--- config.mk ---
export PLATFORM = sky130hd
export DESIGN_NAME = iq_rx_fifo
export DESIGN_NICKNAME = d
export VERILOG_FILES = /design/src/rtl/iq_rx_fifo.sv
export SDC_FILE = /design/constraint.sdc
export NUM_CORES = 1
export LEC_CHECK = 0
export CAP_MARGIN = 5
export CORE_UTILIZATION = 50
export DETAILED_ROUTE_END_ITERATION = 10
export DONT_BUFFER_PORTS = 1
export GPL_TIMING_DRIVEN = 0
export PLACE_DENSITY = 0.66
export SKIP_LAST_GASP = 1
export SYNTH_ARGS = -nofsm -noshare
export SYNTH_HDL_FRONTEND = slang
export SYNTH_SLANG_ARGS = --single-unit
--- constraint.sdc ---
create_clock -name i_sys_clk -period 3.28 [get_ports i_sys_clk]
set_clock_uncertainty 0.1 [all_clocks]
set_input_delay 0.656 -clock i_sys_clk [delete_from_list [all_inputs] [get_ports i_sys_clk]]
set_output_delay 0.656 -clock i_sys_clk [all_outputs]
set_load 0.02 [all_outputs]
--- src/rtl/iq_rx_fifo.sv ---
// rtl/iq_rx_fifo.sv - I/Q receive word FIFO with registered read port and overflow statistics
module iq_rx_fifo #(
  parameter int DEPTH_LOG2 = 4,
  parameter int AF_MARGIN  = 2
) (
  input  logic                  i_sys_clk,
  input  logic                  i_reset,
  input  logic                  i_flush,
  input  logic                  i_push,
  input  logic [31:0]           i_push_data,
  input  logic                  i_pull,
  output logic [31:0]           o_pulled_data,
  output logic                  o_full,
  output logic                  o_empty,
  output logic                  o_almost_full,
  output logic [DEPTH_LOG2:0]   o_level,
  output logic [7:0]            o_overflow_cnt
);

  localparam int DEPTH = 1 << DEPTH_LOG2;
  localparam logic [DEPTH_LOG2:0] LVL_FULL = (DEPTH_LOG2 + 1)'(DEPTH);
  localparam logic [DEPTH_LOG2:0] LVL_AF   = (DEPTH_LOG2 + 1)'(DEPTH - AF_MARGIN);

  logic [31:0]           mem [DEPTH];
  logic [DEPTH_LOG2-1:0] wr_ptr;
  logic [DEPTH_LOG2-1:0] rd_ptr;
  logic [DEPTH_LOG2:0]   level;
  logic [7:0]            ovf_cnt;
  logic [31:0]           pulled_data;
  logic                  pull_ok;
  logic                  push_ok;

  // A pull on an empty FIFO never falls through to a same-cycle push.
  assign pull_ok = i_pull && (level != '0);
  assign push_ok = i_push && ((level != LVL_FULL) || pull_ok);

  // Storage is not reset; the level counter keeps unwritten entries unreachable.
  always_ff @(posedge i_sys_clk) begin
    if (push_ok && !i_flush) begin
      mem[wr_ptr] <= i_push_data;
    end
  end

  always_ff @(posedge i_sys_clk or negedge i_reset) begin
    if (!i_reset) begin
      wr_ptr      <= '0;
      rd_ptr      <= '0;
      level       <= '0;
      ovf_cnt     <= '0;
      pulled_data <= '0;
    end else if (i_flush) begin
      wr_ptr  <= '0;
      rd_ptr  <= '0;
      level   <= '0;
      ovf_cnt <= '0;
    end else begin
      if (push_ok) begin
        wr_ptr <= wr_ptr + 1'b1;
      end
      // mem read sees the pre-write word when full push and pull collide.
      if (pull_ok) begin
        rd_ptr      <= rd_ptr + 1'b1;
        pulled_data <= mem[rd_ptr];
      end
      if (push_ok && !pull_ok) begin
        level <= level + 1'b1;
      end else if (pull_ok && !push_ok) begin
        level <= level - 1'b1;
      end
      if (i_push && !push_ok && (ovf_cnt != 8'hFF)) begin
        ovf_cnt <= ovf_cnt + 1'b1;
      end
    end
  end

  assign o_pulled_data  = pulled_data;
  assign o_level        = level;
  assign o_overflow_cnt = ovf_cnt;
  assign o_full         = (level == LVL_FULL);
  assign o_empty        = (level == '0);
  assign o_almost_full  = (level >= LVL_AF);

endmodule

Yosys cells after proc, flatten, opt, wreduce, memory -nomap -nowiden

Memories as Yosys holds them, arrays and structs flattened. A register that Yosys moved wholly into a read port is not among the register bits.
Index checks and enable logic that the tools add are counted.

Add/subtract/negate cells: 5
$lt $le $gt $ge: 1
Eq/ne operators: 3
Muxes and demuxes: 11
Bitwise gates (word level): 1
Reductions and logical operators: 19

Operators by type and width:

| operator                                                          | count |
|---|---|
| two-way mux 4 bit                                                 | 4 |
| two-way mux 8 bit                                                 | 2 |
| two-way mux 5 bit                                                 | 3 |
| adder 4 x 1 -> 4 bit, second input constant                       | 2 |
| adder 8 x 1 -> 8 bit, second input constant                       | 1 |
| != test 8 bit, second input constant                              | 1 |
| logical AND 1 bit                                                 | 7 |
| nonzero test 2 bit                                                | 3 |
| adder 5 x 1 -> 5 bit, second input constant                       | 1 |
| == test 5 bit, second input constant                              | 1 |
| greater-or-equal comparator 5 x 4 -> 1 bit, second input constant | 1 |
| zero test 5 bit                                                   | 1 |
| != test 5 bit, second input constant                              | 1 |
| nonzero test 5 bit                                                | 1 |
| subtractor 5 x 1 -> 5 bit, second input constant                  | 1 |
| zero test 1 bit                                                   | 4 |
| nonzero test 3 bit                                                | 1 |
| two-way mux 1 bit                                                 | 2 |
| AND reduction 2 bit                                               | 1 |
| logical OR 1 bit                                                  | 1 |
| inverter 1 bit                                                    | 1 |

Bits in registers: 21
Memory bits (writable): 512
Input bits: 37
Output and inout bits: 48
Logic and storage cells: 45
Memories: 1

Memory list:

| name | words | bits a word | rd ports | clocked after Yosys merged registers in | write ports | RTL line | RTL |
|---|---|---|---|---|---|---|---|
| mem  | 16    | 32          | 1        | 1                                       | 1           | 24       | `logic [31:0] mem [DEPTH];` |

Longest topological paths before layout

Gate-level depths: netlist of the first run.

Depth after elaboration: 9
Gate-level depth with buffers: 8
Mapped depth without buffers: 7

Worst setup path before layout of the first run

OpenSTA, ideal clock, no wires.

Path kind: in2reg
Start point: input i_pull
End point: memory mem[4][0], enable pin
Setup time: 0.421 ns
Data arrival time: 2.908 ns
Required time: 2.759 ns
Path slack: -0.149 ns
Stages on the path: 5
Path buffers: 1
Cell sequence: nor2b_1 > a21o_1 > clkbuf_1 > or4_1 > nor2_1

Cells in the longest elaborated chain, start to end: 6

RTL lines:

| item                                    | RTL line | RTL |
|---|---|---|
| from (decl)                             | 11       | `input logic i_pull,` |
| logical AND 1 bit                       | 34       | `assign pull_ok = i_pull && (level != '0);` |
| logical OR 1 bit                        | 35       | `assign push_ok = i_push && ((level != LVL_FULL) \|\| pull_ok);` |
| logical AND 1 bit                       | 35       |  |
| logical AND 1 bit                       | 39       | `if (push_ok && !i_flush) begin` |
| two-way mux 1 bit                       | 39       |  |
| two-way mux 1 bit (not written as such) | 40       | `mem[wr_ptr] <= i_push_data;` |
| to (decl)                               | 24       |  |

No other way between the ends.

Final worst setup path of the first run

Start point: register level[1], in the netlist o_level[1]
End point: memory mem[5][17], enable pin

Cells in the longest elaborated chain, start to end: 7
Elaborated cells on any way between the ends: 8

RTL lines:

| item                                      | RTL line | RTL |
|---|---|---|
| from (decl)                               | 27       | `logic [DEPTH_LOG2:0] level;` |
| from (signal assigned)                    | 66       | `level <= level + 1'b1;` |
| from (signal assigned)                    | 68       | `level <= level - 1'b1;` |
| nonzero test 5 bit                        | 34       |  |
| logical AND 1 bit                         | 34       |  |
| logical OR 1 bit *                        | 35       |  |
| logical AND 1 bit *                       | 35       |  |
| logical AND 1 bit *                       | 39       |  |
| two-way mux 1 bit *                       | 39       |  |
| two-way mux 1 bit (not written as such) * | 40       |  |

Mark *: on every way between the ends. The rest lies on a longest branch, timed or not.

==> reports/results.md, run 1 <==
### Run
• **reported max-cap violation count** 0

### Cells and area
• **post-layout utilization of the core** 57.9%
• **post-route insts no fill** 1727
• **final-stage net count** 1146
• **flip-flop and latch area** 16700 um^2
• **fillers** 3078
• **ratio of cells with drive above 1 in the final layout** 27.1%
• **signed area change from the synthesized netlist to the final layout** 13.7%
• **finished layout cell area** 25000 um^2
• **multi-input combinational cell area** 5070 um^2
• **antenna cells** 0

### Power and ir drop
• **worst voltage drop across the vdd grid** 0.447 mV
• **static leakage power** 7.92 nW
• **portion of total power attributed to sequential cells** 50.8%
• **internal power** 12.8 mW
• **combinational cell fraction of total power** 12.9%
• **switch share** 25.4%
• **post-layout power** 17.2 mW
• **share of total power in the clock network** 36.3%
• **power density relative to cell area** 686 nW/um^2
• **switching power** 4.37 mW

### Floorplanning
• **total I/O pin count** 85
• **die area** 44900 um^2
• **# rows** 76
• **initial standard-cell utilization of the core** 50.9%
• **Core Region** 43300 um^2
• **die height** 212 um
• **die width** 212 um

### STA
• **Max-slew headroom** 27.2%
• **time the worst path needs with I/O delays and setup** 3.10 ns
• **slew at the pin with the worst max-slew slack** 1.09 ns
• **upper clock frequency limit** 0.323 GHz
• **max-slew violations** 0
• **final setup vio count** 0
• **final clock period utilization by the worst path** 94.4%
• **Final Hold Violating Endpoints** 0
• **setup repair after global routing missed its margin** false
• **worst slack on hold paths** 0.0477 ns

### Drt
• **via density per instance** 5.95
• **DRC violations left** 0
• **total number of vias** 10300
• **ANT nets after route** 0
• **wire per inst** 27.0 um
• **first drt pass iteration count** 5
• **detailed-route wire length** 46.6 mm
• **number of violations reported at the end of detailed-routing iteration 0** 936

### Global route
• **vias in the first global route** 10700
• **overall overflow remaining after global route** 0
• **maximum number of pins on one net before global-route repair** 54
• **global-route wire length before repair** 69.7 mm
• **GRT Overall Usage** 21.7%
• **antenna violations before repair** 0

### Worst setup path
• **Required @ worst endpoint** 3.47 ns
• **Data arrival, critical path** 3.28 ns
• **Setup CP Type** register to register
• **Critical Path End Type** register
• **Critical Path Start Type** register
• **critical-path maximum fanout** 17

### Synthesis
• **FF+latch count, synth** 565
• **number of synthesized flops with an enable pin** 512
• **Mapped Cells** 1017
• **area share of the largest cell type after synthesis** 69.8%
• **fraction of registers with async set or reset after synthesis** 9.38%
• **library cells used by synthesis** 46
• **synthesized cell area** 22000 um^2
• **sequential cell area fraction in the yosys report** 75.8%
• **ranking of synthesized cells by area** sky130_fd_sc_hd__edfxtp_1, sky130_fd_sc_hd__mux4_2, sky130_fd_sc_hd__dfrtp_1
• **Post-Synthesis Mean Instance Area** 21.7 um^2
• **most frequently used flop master after synthesis** sky130_fd_sc_hd__edfxtp_1
• **Post-Synthesis Net Count** 1065
• **Synthesis Warnings** 0
• **dominant cell type by area after synthesis** sky130_fd_sc_hd__edfxtp_1

### Placement
• **number of placed instances with taps included** 1618
• **count of buffers from port buffering** 0
• **area after detailed placement** 23100 um^2
• **placed wire-length estimate** 29.0 mm
• **placer's final routability congestion estimate** 0.754

### Clock network
• **Clock Sinks** 565
• **maximum buffer depth of the clock tree** 3
• **clock slew at the register clock pins of the worst setup and hold paths** 0.06 ns
• **CTS tree** yes
• **CTS root buffer** sky130_fd_sc_hd__clkbuf_16
• **Inserted Clock Buffers** 55
• **clock latency at the later pin of the worst-skew pair** 0.60 ns
• **Max H-tree Level** 2

### Worst hold path
• **Hold Crit Class** input port to register

### Outcome
• **outcome** complete, no violations

==> repair_timing <==
item	in CTS	in global routing
hold buffers	2	0
endpoints found under the setup margin	0	16
hold endpoints to repair	53	0
gates resized for setup	0	0
setup buffers	0	6
==> worst max-delay path: stages (launching register included) <==
cell and delay (ns):
sky130_fd_sc_hd__dfrtp_1 0.63, sky130_fd_sc_hd__nor4_2 0.13, sky130_fd_sc_hd__a21o_1 0.19, sky130_fd_sc_hd__clkbuf_1 0.22, sky130_fd_sc_hd__or4_1 0.65, sky130_fd_sc_hd__nor2_4 0.57
sky130_fd_sc_hd__buf_12 0.27
==> layout make-up <==
type / instances / area share [%]
tap: 585 / 2.92
multi-input combinational: 388 / 20.2
timing repair buffer: 24 / 1.79
clock buffer: 77 / 6.19
inverter: 12 / 0.180
sequential: 565 / 66.7
clock inverter: 24 / 0.964
buffer: 52 / 1.03
==> sequential cells by signal, indices dropped and copies added (netlist names) <==
register / cells
mem: 512
o_pulled_data: 32
o_overflow_cnt: 8
o_level: 5
rd_ptr: 4
wr_ptr: 4
==> metrics by stage <==
stage	TNS, ns	worst slack [ns]
finish	0	0.183
floorplan	-19.04	-0.149
detailed placement	0	0.0257
global route	0	0.0654
CTS	0	0.0127
global placement	-448.09	-2.01
==> layer usage <==
layer	wire, um	vias up	global-route usage, %	share of wire [%]
met5	0	-	0	0
met4	1010	0	6.37	2.2
met3	2640	66	3.84	5.7
met2	22900	277	35.1	49
met1	20000	5542	30.5	43
li1	-	4389	-	-
==> path summary, 6_finish.rpt <==
kind                       depth (start not counted)                            end              startpoint  slack, ns
min                                                0          mem[10][22]$_DFFE_PP_         i_push_data[22]       0.05
max                                                6           mem[5][17]$_DFFE_PP_  o_level[1]$_DFFE_PN0P_       0.18
min reg2reg                                        2          wr_ptr[3]$_DFFE_PN0P_   wr_ptr[3]$_DFFE_PN0P_       0.50
max in group asynchronous                          2  o_pulled_data[17]$_DFFE_PN0P_                 i_reset       2.28
min in group asynchronous                          2  o_overflow_cnt[4]$_DFFE_PN0P_                 i_reset       0.49
max reg2reg                                        6           mem[5][17]$_DFFE_PP_  o_level[1]$_DFFE_PN0P_       0.18
==> power by group through the flow <==
stage	combinational, mW	clock (mW)	sequential (mW)
finish	2.22	6.23	8.73
global route	2.42	6.59	8.77
CTS	2.25	6.34	8.74
detailed placement	2.22	0	8.89
global placement	2.17	0	8.89
floorplan	1.73	0	8.75
==> cell families after synthesis <==
kind of cell / Yosys count / share of synthesized area [%]
AO/OA/AOI/OAI: 66 / 3.15
multiplexers: 199 / 16.3
AND/OR/NAND/NOR: 104 / 2.35
XOR/XNOR: 8 / 0.318
buffers and inverters: 64 / 1.38
flip-flops: 565 / 75.8
adder cells (fa/ha/maj): 11 / 0.659
==> synthesized netlist by cell type (all sizes together) (4+ instances only) <==
cell      n
or4       4
ha       10
buf      33
edfxtp  512
xor2      5
or3       9
nand2    37
clkbuf   19
dfrtp    53
and2     12
nor2     18
mux4    128
inv      12
nor4      4
o221ai   32
o21ai     9
nand3     8
mux2i    68
o211ai    4
a21oi    12
==> cell usage in the layout, fill, tap and decap left out, types with 10 or more instances in the layout <==
master	Yosys	final
sky130_fd_sc_hd__buf_2	18	18
sky130_fd_sc_hd__clkbuf_16	0	56
sky130_fd_sc_hd__clkinv_2	0	11
sky130_fd_sc_hd__inv_1	12	12
sky130_fd_sc_hd__dfrtp_1	53	53
sky130_fd_sc_hd__o221ai_2	30	30
sky130_fd_sc_hd__buf_1	10	10
sky130_fd_sc_hd__nand2_1	37	37
sky130_fd_sc_hd__edfxtp_1	512	512
sky130_fd_sc_hd__clkbuf_1	19	33
sky130_fd_sc_hd__nor2_1	17	13
sky130_fd_sc_hd__and2_2	0	12
sky130_fd_sc_hd__mux4_2	128	128
sky130_fd_sc_hd__a21oi_1	12	12
sky130_fd_sc_hd__mux2i_1	68	68
sky130_fd_sc_hd__buf_12	0	18
sky130_fd_sc_hd__ha_1	10	10
No activity file was read; power rests on OpenSTA's default activity.
==> run 2, diff against run 1 <==
--- a/config.mk
+++ b/config.mk
@@ -6,11 +6,12 @@
 export NUM_CORES = 1
 export LEC_CHECK = 0
 export CAP_MARGIN = 5
+export CORE_ASPECT_RATIO = 0.5
 export CORE_UTILIZATION = 50
 export DETAILED_ROUTE_END_ITERATION = 10
 export DONT_BUFFER_PORTS = 1
 export GPL_TIMING_DRIVEN = 0
-export PLACE_DENSITY = 0.66
+export PLACE_DENSITY = 0.77
 export SKIP_LAST_GASP = 1
 export SYNTH_ARGS = -nofsm -noshare
 export SYNTH_HDL_FRONTEND = slang
==> run 2 against run 1 <==
  * Die area increased by 0.11%
  * Fmax decreased by 0.71%
  * Via count increased by 3.9%
  * Count of clock-buffer cells in the layout decreased by 18
  * Cell area decreased by 1.2%
  * Critical endpoint is now mem[4][19]$_DFFE_PP_
  * Largest cell class unchanged
  * Largest power group unchanged
  * Highest routed layer unchanged
==> reports/results.md, run 2 (synthesis results as in run 1) <==
### Run
• **reported max-cap violation count** 0, unchanged

### STA
• **slew at the pin with the worst max-slew slack** 1.17 ns, was 1.09 ns
• **max-slew violations** 0, unchanged
• **upper clock frequency limit** 0.321 GHz, was 0.323 GHz
• **worst setup slack after layout** 0.161 ns, was 0.183 ns
• **final setup vio count** 0, unchanged
• **Max-slew headroom** 22.2%, was 27.2%
• **final clock period utilization by the worst path** 95.1%, was 94.4%
• **setup repair after global routing missed its margin** false, unchanged
• **Final Hold Violating Endpoints** 0, unchanged
• **time the worst path needs with I/O delays and setup** 3.12 ns, was 3.10 ns
• **worst slack on hold paths** 0.0566 ns, was 0.0477 ns

### Cells and area
• **top library cells by usage in the layout, fill and taps aside** sky130_fd_sc_hd__edfxtp_1, sky130_fd_sc_hd__mux4_2, sky130_fd_sc_hd__mux2i_1, unchanged
• **multi-input combinational cell area** 5070 um^2, unchanged
• **final-stage net count** 1136, was 1146
• **largest register by flop count** mem, unchanged
• **fillers** 2917, was 3078
• **flip-flop and latch area** 16700 um^2, unchanged
• **signed area change from the synthesized netlist to the final layout** 12.3%, was 13.7%
• **number of flip-flops in the largest register** 512, unchanged
• **antenna cells** 0, unchanged
• **leading cell type in the layout, fill and taps excluded** sky130_fd_sc_hd__edfxtp_1, unchanged
• **ratio of cells with drive above 1 in the final layout** 26.0%, was 27.1%
• **post-layout utilization of the core** 57.9%, about the same

### Power and ir drop
• **static leakage power** 7.77 nW, was 7.92 nW
• **power density relative to cell area** 671 nW/um^2, was 686 nW/um^2
• **post-layout power** 16.6 mW, was 17.2 mW
• **portion of total power attributed to sequential cells** 52.5%, was 50.8%
• **switching power** 4.41 mW, was 4.37 mW
• **internal power** 12.2 mW, was 12.8 mW
• **switch share** 26.6%, was 25.4%
• **share of total power in the clock network** 33.6%, was 36.3%
• **combinational cell fraction of total power** 13.9%, was 12.9%
• **worst voltage drop across the vdd grid** 0.398 mV, was 0.447 mV

### Drt
• **ANT nets after route** 0, unchanged
• **wire per inst** 28.9 um, was 27.0 um
• **detailed-route wire length** 49.2 mm, was 46.6 mm
• **first drt pass iteration count** 5, unchanged
• **via density per instance** 6.27, was 5.95
• **DRC violations left** 0, unchanged
• **total number of vias** 10700, was 10300
• **number of violations reported at the end of detailed-routing iteration 0** 1322, was 936

### Worst setup path
• **Critical Path End Type** register, unchanged
• **Data arrival, critical path** 3.29 ns, was 3.28 ns
• **critical-path maximum fanout** 19, was 17
• **capture instance of the worst register-to-register path** mem[4][19]$_DFFE_PP_, was mem[5][17]$_DFFE_PP_
• **Required @ worst endpoint** 3.46 ns, was 3.47 ns
• **number of cells on the worst reg-to-reg path** 6, unchanged
• **worst setup slack for register-to-register paths** 0.16 ns, was 0.18 ns
• **Critical Path Start Type** register, unchanged
• **Setup CP Type** register to register, unchanged
• **launching point of the worst reg2reg path** o_level[0]$_DFFE_PN0P_, was o_level[1]$_DFFE_PN0P_

### Global route
• **overall overflow remaining after global route** 0, unchanged
• **maximum number of pins on one net before global-route repair** 54, unchanged
• **antenna violations before repair** 0, unchanged
• **GRT Overall Usage** 22.5%, was 21.7%
• **global-route wire length before repair** 72.4 mm, was 69.7 mm
• **vias in the first global route** 11100, was 10700

### Placement
• **placer's final routability congestion estimate** 0.769, was 0.754
• **count of buffers from port buffering** 0, unchanged
• **Placement Setup Slack** 0.111 ns, was 0.0257 ns
• **placed wire-length estimate** 29.8 mm, was 29.0 mm

### Floorplanning
• **# rows** 53, was 76
• **die height** 150 um, was 212 um
• **total I/O pin count** 85, unchanged
• **die area** 45000 um^2, was 44900 um^2
• **die width** 299 um, was 212 um
• **initial standard-cell utilization of the core** 51.6%, was 50.9%
• **Core Region** 42700 um^2, was 43300 um^2

### Worst hold path
• **Hold Crit Class** input port to register, unchanged
• **terminating pin of the worst hold path** mem[12][27]$_DFFE_PP_, was mem[10][22]$_DFFE_PP_
• **hold_sp** i_push_data[27], was i_push_data[22]
• **hold path cells** 0, unchanged

### Outcome
• **outcome** complete, no violations, unchanged

### Clock network
• **number of gates resized after CTS** 0, unchanged
• **clock slew at the register clock pins of the worst setup and hold paths** 0.07 ns, was 0.06 ns
• **Max H-tree Level** 2, unchanged
• **clock latency at the later pin of the worst-skew pair** 0.59 ns, was 0.60 ns
• **CTS tree** yes, unchanged
• **Clock Sinks** 565, unchanged
• **Inserted Clock Buffers** 48, was 55
• **CTS root buffer** sky130_fd_sc_hd__clkbuf_16, unchanged
• **maximum buffer depth of the clock tree** 3, unchanged

## run 2: cell types whose count changed in the layout (fill, tap and decap cells not counted), moves of 3 or more
| cell | previous run | this run |
|---|---|---|
| sky130_fd_sc_hd__clkinv_4 | 0 | 3 |
| sky130_fd_sc_hd__clkinv_2 | 11 | 8 |
| sky130_fd_sc_hd__clkbuf_16 | 56 | 48 |
| sky130_fd_sc_hd__clkbuf_1 | 33 | 29 |
| sky130_fd_sc_hd__clkbuf_8 | 7 | 1 |
| sky130_fd_sc_hd__buf_12 | 18 | 13 |
| sky130_fd_sc_hd__buf_16 | 2 | 5 |
| sky130_fd_sc_hd__clkinv_1 | 3 | 8 |
## run 2: per-stage QoR
step / instances / setup TNS [ns] / instance area [um^2]
global route: 1702 / 0 / 24700
CTS: 1699 / 0 / 24700
detailed placement: 1610 / 0 / 23100
global placement: 1594 / -371.65 / 22800
finish: 1702 / 0 / 24700
floorplan: 1017 / -19.04 / 22000
## run 2: cell type report
type / instances / share of cell area (%)
buffer: 52 / 1.05
clock buffer: 59 / 5.06
clock inverter: 28 / 1.08
inverter: 12 / 0.182
multi-input combinational: 388 / 20.5
sequential: 565 / 67.5
tap: 577 / 2.92
timing repair buffer: 21 / 1.71
## run 2: worst max path at each step
stage	startpoint	to	depth (start not counted)
final	o_level[0]$_DFFE_PN0P_	mem[4][19]$_DFFE_PP_	6
after global routing	o_level[1]$_DFFE_PN0P_	mem[5][11]$_DFFE_PP_	6
after CTS	o_level[1]$_DFFE_PN0P_	o_level[4]$_DFFE_PN0P_	8
after detailed placement	o_level[1]$_DFFE_PN0P_	o_level[4]$_DFFE_PN0P_	8
after global placement	o_level[0]$_DFFE_PN0P_	mem[7][21]$_DFFE_PP_	5
after floorplan	i_pull	mem[4][0]$_DFFE_PP_	5
## run 2: repair_timing
action	in CTS	in global routing
endpoints found under the hold margin	53	0
buffers inserted	0	3
endpoints found under the setup margin	0	19
hold buffers	2	0
## run 2: power groups by stage
| stage | registers [mW] | clock network (mW) | logic [mW] |
|---|---|---|---|
| floorplan | 8.75 | 0 | 1.73 |
| global placement | 8.86 | 0 | 2.15 |
| detailed placement | 8.87 | 0 | 2.25 |
| CTS | 8.72 | 5.63 | 2.31 |
| global route | 8.74 | 5.90 | 2.49 |
| finish | 8.72 | 5.57 | 2.31 |
## run 2: worst max-delay path, cell delays in order (launching register included)
cell and delay, ns:
sky130_fd_sc_hd__dfrtp_1 0.62, sky130_fd_sc_hd__nor4_2 0.13, sky130_fd_sc_hd__a21o_1 0.19, sky130_fd_sc_hd__clkbuf_1 0.23
sky130_fd_sc_hd__or4_1 0.67, sky130_fd_sc_hd__nor2_4 0.58, sky130_fd_sc_hd__buf_12 0.27
## run 2: per-layer routing
metal / part of all wire, % / GRT usage, % / up-vias / routed length (um)
met2: 48 / 36.0 / 593 / 23500
met3: 9.9 / 5.43 / 96 / 4870
met4: 2.7 / 7.68 / 0 / 1350
li1: - / - / 4364 / -
met5: 0 / 0 / - / 0
met1: 40 / 30.7 / 5624 / 19600
